[src/rtl/instruction_fetch_pkg.sv]
// -----------------------------------------------------------------------------
// instruction_fetch_pkg
// Shared definitions for the fetch front end: the fetch FSM state encoding and
// the top-nibble opcode constants. The PC register and decode stages import
// the same package, so the encodings must stay in step with them.
// -----------------------------------------------------------------------------
package instruction_fetch_pkg;

    // Fetch FSM states. The encoding is fixed because it is shared with
    // debug visibility in the neighbouring stages.
    typedef enum logic [1:0] {
        IDLE    = 2'd0,   // latch the PC, start a request next cycle
        FETCH   = 2'd1,   // request outstanding, waiting for mem_ack
        DELIVER = 2'd2,   // instruction presented to decode
        HALTED  = 2'd3    // HLT delivered, fetch frozen until reset
    } fetch_state_e;

    // Opcode field lives in instruction[15:12].
    localparam logic [3:0] OPCODE_B   = 4'hC;
    localparam logic [3:0] OPCODE_BR  = 4'hD;
    localparam logic [3:0] OPCODE_HLT = 4'hF;

    // Extract the opcode nibble of a 16-bit instruction word.
    function automatic logic [3:0] opcode_of(input logic [15:0] instr);
        return instr[15:12];
    endfunction

endpackage

[src/rtl/instruction_fetch.sv]
// -----------------------------------------------------------------------------
// instruction_fetch
// Takes the PC from the PC register, issues one read to a variable-latency
// instruction memory, and hands the returned word to decode. fetch_stall
// holds the PC register everywhere except the cycle in which decode accepts
// a delivered instruction, so the PC advances exactly once per instruction.
// A taken-branch flush discards in-flight or held data; delivering HLT
// freezes the block until reset. No prefetch: one instruction per N+2 cycles.
//
// Ports
//   clk          system clock, rising edge
//   rst_n        synchronous active-low reset
//   pc           current PC from the PC register
//   flush        one-cycle redirect pulse from a taken branch
//   stall_in     decode cannot accept this cycle
//   mem_req      read request, held until mem_ack
//   mem_addr     read address, stable while mem_req is high
//   mem_ack      one-cycle pulse, mem_rdata valid in that cycle
//   mem_rdata    instruction word from memory
//   instruction  instruction presented to decode
//   instr_valid  instruction is valid this cycle
//   fetch_stall  PC register must hold
//   halted       HLT delivered, fetch frozen
// -----------------------------------------------------------------------------
module instruction_fetch
    import instruction_fetch_pkg::*;
#(
    parameter int         ADDR_W     = 16,
    parameter int         DATA_W     = 16,
    parameter logic [3:0] HLT_OPCODE = OPCODE_HLT
) (
    input  logic              clk,
    input  logic              rst_n,
    input  logic [ADDR_W-1:0] pc,
    input  logic              flush,
    input  logic              stall_in,
    output logic              mem_req,
    output logic [ADDR_W-1:0] mem_addr,
    input  logic              mem_ack,
    input  logic [DATA_W-1:0] mem_rdata,
    output logic [DATA_W-1:0] instruction,
    output logic              instr_valid,
    output logic              fetch_stall,
    output logic              halted
);

    fetch_state_e      state_q;
    logic [ADDR_W-1:0] addr_q;
    logic [DATA_W-1:0] instr_q;
    logic              drop_q;    // a flush hit the outstanding request
    logic [3:0]        opcode;

    assign opcode = instr_q[DATA_W-1 -: 4];

    // Single-process FSM. mem_ack outside FETCH falls through untouched,
    // which is how stray acknowledges are ignored.
    always_ff @(posedge clk) begin
        if (!rst_n) begin
            state_q <= IDLE;
            addr_q  <= '0;
            instr_q <= '0;
            drop_q  <= 1'b0;
        end else begin
            case (state_q)
                IDLE: begin
                    addr_q <= pc;
                    // A redirect arriving now means pc is about to change;
                    // stay here and relatch next cycle.
                    if (!flush) begin
                        state_q <= FETCH;
                    end
                end
                FETCH: begin
                    if (mem_ack) begin
                        // The memory cannot abort a read, so a flushed
                        // request is completed and its data thrown away.
                        if (drop_q || flush) begin
                            drop_q  <= 1'b0;
                            state_q <= IDLE;
                        end else begin
                            instr_q <= mem_rdata;
                            state_q <= DELIVER;
                        end
                    end else if (flush) begin
                        drop_q <= 1'b1;
                    end
                end
                DELIVER: begin
                    // Flush beats HLT: a halt on a squashed path never halts.
                    if (flush) begin
                        state_q <= IDLE;
                    end else if (!stall_in) begin
                        state_q <= (opcode == HLT_OPCODE) ? HALTED : IDLE;
                    end
                end
                HALTED: begin
                    // Only reset leaves this state.
                end
                default: begin
                    state_q <= IDLE;
                end
            endcase
        end
    end

    // Outputs are decoded from registered state only; mem_rdata never
    // reaches decode combinationally.
    assign mem_req     = (state_q == FETCH);
    assign mem_addr    = addr_q;
    assign instruction = instr_q;
    assign instr_valid = (state_q == DELIVER);
    assign halted      = (state_q == HALTED);

    // The PC may only move in the cycle decode takes the instruction. A
    // flush in that cycle releases the stall so the redirect target loads.
    assign fetch_stall = (state_q == DELIVER) ? (stall_in & ~flush) : 1'b1;

endmodule

[config.mk]
export PLATFORM = sky130hd
export DESIGN_NAME = instruction_fetch
export DESIGN_NICKNAME = d
export VERILOG_FILES = /design/src/rtl/instruction_fetch_pkg.sv /design/src/rtl/instruction_fetch.sv
export SDC_FILE = /design/constraint.sdc
export NUM_CORES = 1
export LEC_CHECK = 0
export BUFFER_PORTS_ARGS = -buffer_cell sky130_fd_sc_hd__buf_2
export CORE_MARGIN = 2
export CORE_UTILIZATION = 35
export DETAILED_ROUTE_END_ITERATION = 10
export GPL_TIMING_DRIVEN = 0
export PLACE_DENSITY = 0.71
export SLEW_MARGIN = 20
export SYNTH_ARGS = -nofsm -noshare
export SYNTH_HDL_FRONTEND = slang
export SYNTH_SLANG_ARGS = --single-unit
[constraint.sdc]
create_clock -name clk -period 2.5 [get_ports clk]
set_input_delay 0.5 -clock clk [delete_from_list [all_inputs] [get_ports clk]]
set_output_delay 0.5 -clock clk [all_outputs]
set_load 0.01 [all_outputs]
# Word-level counts from Yosys, hierarchy flattened
# Index checks and enable logic that the tools add are counted.
[classes] n_eq_ne=8 mux=11 n_bitwise=3 n_reduce_logical=7
[op_table] operator="2-to-1 mux 2 bit" n=6
[op_table] operator="one-hot mux 2 bit (3 select lines)" n=1
[op_table] operator="AND reduction 3 bit" n=2
[op_table] operator="equality test 2 bit, second input constant" n=2
[op_table] operator="equality test 4 bit, second input constant" n=1
[op_table] operator="2-to-1 mux 1 bit" n=4
[op_table] operator="inequality test 2 x 1 -> 1 bit, second input constant" n=2
[op_table] operator="AND reduction 4 bit" n=1
[op_table] operator="inequality test 3 bit, second input constant" n=1
[op_table] operator="nonzero test 3 bit" n=1
[op_table] operator="equality test 2 x 1 -> 1 bit, second input constant" n=1
[op_table] operator="zero test 2 bit" n=1
[op_table] operator="inequality test 2 bit, second input constant" n=1
[op_table] operator="NOT 1 bit" n=2
[op_table] operator="nonzero test 2 bit" n=1
[op_table] operator="AND 1 bit" n=1
[op_table] operator="logical OR 1 bit" n=1
[word_totals] ff_bits=35 in_bits=37 output_inout_bits=36

# Depth between registers and ports, before layout
[logic_depth] word_depth=5 ltp_mapped=7 mapped_depth_nobuf=5

# Least setup slack after synthesis
# No wires, ideal clock.
[synth_timing] kind="register to register" startpoint="reg state_q[1]" endpoint="reg instr_q[11] (netlist: instruction[11])" setup_ns=0.131 t_arrival_ns=1.326 required_time_ns=2.369 slack_ns=1.043 path_stages_with_launch=8 path_buffers=2 cell_sequence="dfxtp_1 inv_1 ha_1 and4bb_2 clkbuf_2 buf_4 nand2_1 a21oi_2"
[synth_via] elab_chain_cells=2
[synth_rtl] item="start, declared" line_no="instruction_fetch.sv:47" text="fetch_state_e state_q;"
[synth_rtl] item="start signal, assigned" line_no="instruction_fetch.sv:93" text="state_q <= (opcode == HLT_OPCODE) ? HALTED : IDLE;"
[synth_rtl] item="equality test 2 x 1 -> 1 bit"
[synth_rtl] item="named net mem_req" line_no="instruction_fetch.sv:37" text="output logic mem_req,"
[synth_rtl] item="AND reduction 3 bit (no line)"
[synth_rtl] item="end signal, assigned" line_no="instruction_fetch.sv:81" text="instr_q <= mem_rdata;"
[synth_rtl] item="end, declared" line_no="instruction_fetch.sv:49" text="logic [DATA_W-1:0] instr_q;"
# The timed path passes the listed nets, and every way through them passes these cells.
# A chain may end at the register's enable or synchronous reset.

# Worst setup path after layout
[layout_timing] startpoint="reg state_q[0]" endpoint="out fetch_stall"
[layout_via] elab_chain_cells=2
[layout_rtl] item="equality test 2 bit" line_no="instruction_fetch.sv:116" text="assign fetch_stall = (state_q == DELIVER) ? (stall_in & ~flush) : 1'b1;"
[layout_rtl] item="2-to-1 mux 1 bit" line_no="instruction_fetch.sv:116"
[layout_rtl] item="end, declared" line_no="instruction_fetch.sv:43" text="output logic fetch_stall,"
# No other way between the ends.

==> summary.txt <==
Clock network
  – CTS Root Cell: clkbuf_8
  – H-tree depth: 2
  – Hold_buf cts: 0
  – Clk sink count: 35
  – Latest clock arrival within the worst-skew pair: roughly 280 ps
  – CTS tree: built
  – Num CTS Buffers: 5
  – Post-CTS sizing: 0
  – Clock buffer depth: 2
  – Setup Fix Bufs, Post-CTS: 0
  – Worst-path clk slew: approximately 70 ps

Critical path
  – Critical path fanouts, max: 4
  – Reg2reg path depth: 7
  – Crit. End Element: output pin
  – Crit path from: state_q[0]$_SDFFE_PN0P_
  – Arrival time worst endpoint: 1200 ps
  – Worst reg2reg startpoint: state_q[1]$_SDFFE_PN0P_
  – Setup CP Type: flop to output pin
  – Critical Path RT: ~2000 ps
  – Worst R2R End: instruction[1]$_SDFFE_PN0P_
  – R2r setup slk: ~930 ps
  – Setup crit start kind: flop

Synth
  – Post-synthesis net count: 196
  – #FFs+latches synth: 35
  – Synth top area share: around 50%
  – Post-synth cell types: 26
  – Syn Inst Count: between 150 and 200
  – Post-synth EDFFs: 0
  – Synth Flop Type: dfxtp_1
  – Leading area contributor after synthesis: dfxtp_1
  – Mean area per synthesized cell: about 9 um2
  – Yosys warns: 0
  – Largest cells by area after synthesis: dfxtp_1 (50%), mux2i_1 (12%), nand2_1 (10%)
  – Cell Area, Synth: ~1400 um2
  – Ys async rst share: 0%
  – Post-synthesis sequential area ratio: approximately half

Timing
  – Slew margin rel.: around 68%
  – Number of setup violations in the final report: 0
  – Fmax: around 590 MHz
  – Slew Limit Fails: 0
  – Fin. Hold Viols: 0
  – Min Tclk post-route: between 1500 and 2000 ps
  – Setup TNS: 0 ps
  – Slew @ Worst Pin: 483 ps
  – Clock skew: 2.53 ps
  – RSZ-0062 raised after global routing: false
  – Crit share post-route: between 60% and 70%

Power
  – Pwr Total: around 1.3 mW
  – Static leakage: between 0.9 and 1 nW
  – Worst VDD drop: between 0.0003 and 0.0004 V
  – Power density cells: 683 nW/um2

Global routing
  – Vias in the first global route: 1162
  – Global-route wire length before repair: ~5000 um
  – All-Layer GR Usage: between 10% and 20%
  – Grt ovf: 0
  – Largest net degree at the start of global routing: 11
  – Initial antenna violation count: 0

Route
  – Via-to-Cell Ratio: around 4.5
  – DRT iter0 DRCs: 54
  – Vias: 1274
  – Routed Antenna Nets: 0
  – # DRC: 0
  – Avg WL per Cell: approximately 11 um
  – 1st-pass router iterations: 4
  – DRT Wirelength: approximately 3200 um

Floorplan
  – Die X: about 67 um
  – Core ar.: between 3000 and 4000 um2
  – # rows: 22
  – Initial cell density of the core: between 30% and 40%
  – Io pins: 73
  – DIE AREA: 4490 um2
  – Die height: around 67 um

Min path
  – Hold depth: 2
  – Min-delay src: mem_ack
  – Endpoint, Worst Hold: drop_q$_SDFFE_PN0P_
  – Hold WC Path Type: input pin to flop

Flow run
  – MaxCap Viol Count: 0

Placed design
  – Port Buffers: 72
  – DPL Wire Length: between 2000 and 2500 um
  – Gpl congestion: slightly above 0.7
  – Instance area at placement: ~1800 um2

Cells and area
  – Commonest cells after routing, fill and taps aside: buf_2 (74), nand2_1 (38), dfxtp_1 (35)
  – Multi-input combinational cell area: about 620 um2
  – # diodes: 0
  – Fill count: just under 400
  – Commonest non-fill, non-tap cell in the layout: buf_2
  – Layout Nets: approximately 280
  – Seq. cell area: 701 um2
  – Finished Cell Area: between 1500 and 2000 um2
  – Share of cells above drive strength 1: a little under two fifths
  – Layout area overhead: 37.4%

Run status
  – Outcome: completed
-- registers in the layout, summed over array words and instances (netlist names) --
signal and cells:
drop_q 1, instruction 16, state_q 2, mem_addr 16
-- worst max-delay path by stage --
stage,cells past startpoint,endpoint
2_1_floorplan,7,instruction[11]$_SDFFE_PN0P_
3_3_place_gp,7,instruction[11]$_SDFFE_PN0P_
3_5_place_dp,7,instruction[1]$_SDFFE_PN0P_
4_1_cts,4,fetch_stall
5_1_grt,4,fetch_stall
6_report,4,fetch_stall
-- metrics by stage --
step | utilization [%] | setup slack [ps] | hold slack, ps | instances
finish | 51.0 | 799 | 449 | 283
global route | 51.0 | 719 | 445 | 283
CTS | 51.0 | 780 | 433 | 283
detailed placement | 48.4 | 941 | 445 | 275
global placement | 48.4 | 955 | 441 | 275
floorplan | - | 1040 | 481 | 155
-- cells by family after synthesis --
kind of cell / after synthesis / share of synthesized area, %
simple gates: 62 / 19.4
flops: 35 / 50.4
compound gates: 24 / 10.4
mux: 16 / 11.5
buf+inv: 14 / 4.68
fa+ha+maj: 4 / 3.60
-- final cells by class --
| class | instances | share of cell area [%] |
|---|---|---|
| Buffer | 9 | 2.42 |
| Clock buffer | 8 | 5.24 |
| Inverter | 5 | 0.982 |
| Multi-Input combinational cell | 106 | 32.7 |
| Sequential cell | 35 | 36.7 |
| Tap cell | 48 | 3.14 |
| Timing Repair Buffer | 72 | 18.9 |
-- synthesized netlist by cell type, drive strengths merged (2+ instances only) --
| library cell | number |
|---|---|
| mux2i | 16 |
| dfxtp | 35 |
| inv | 4 |
| ha | 4 |
| a21oi | 17 |
| buf | 4 |
| and4 | 2 |
| nand2 | 38 |
| nor2 | 17 |
| clkbuf | 5 |
-- where the power goes --
group	switching (mW)	internal [mW]	total (mW)
logic	0.129	0.116	0.246
registers	0.0224	0.600	0.622
clock network	0.186	0.251	0.437
total	0.338	0.967	1.30
-- per-layer routing --
metal | part of all wire, % | GRT usage [%] | vias up
met5 | 0 | 0 | -
met1 | 44 | 17.9 | 563
met3 | 5.1 | 5.07 | 4
met2 | 49 | 23.8 | 33
li1 | - | - | 674
met4 | 1.4 | 6.89 | 0
-- critical path: stages, from the launching register on --
cell	delay, ps
dfxtp_1	390
inv_1	80
ha_1	230
o21ai_0	70
buf_2	140
Note: power is estimated with default switching activity, not from simulation.
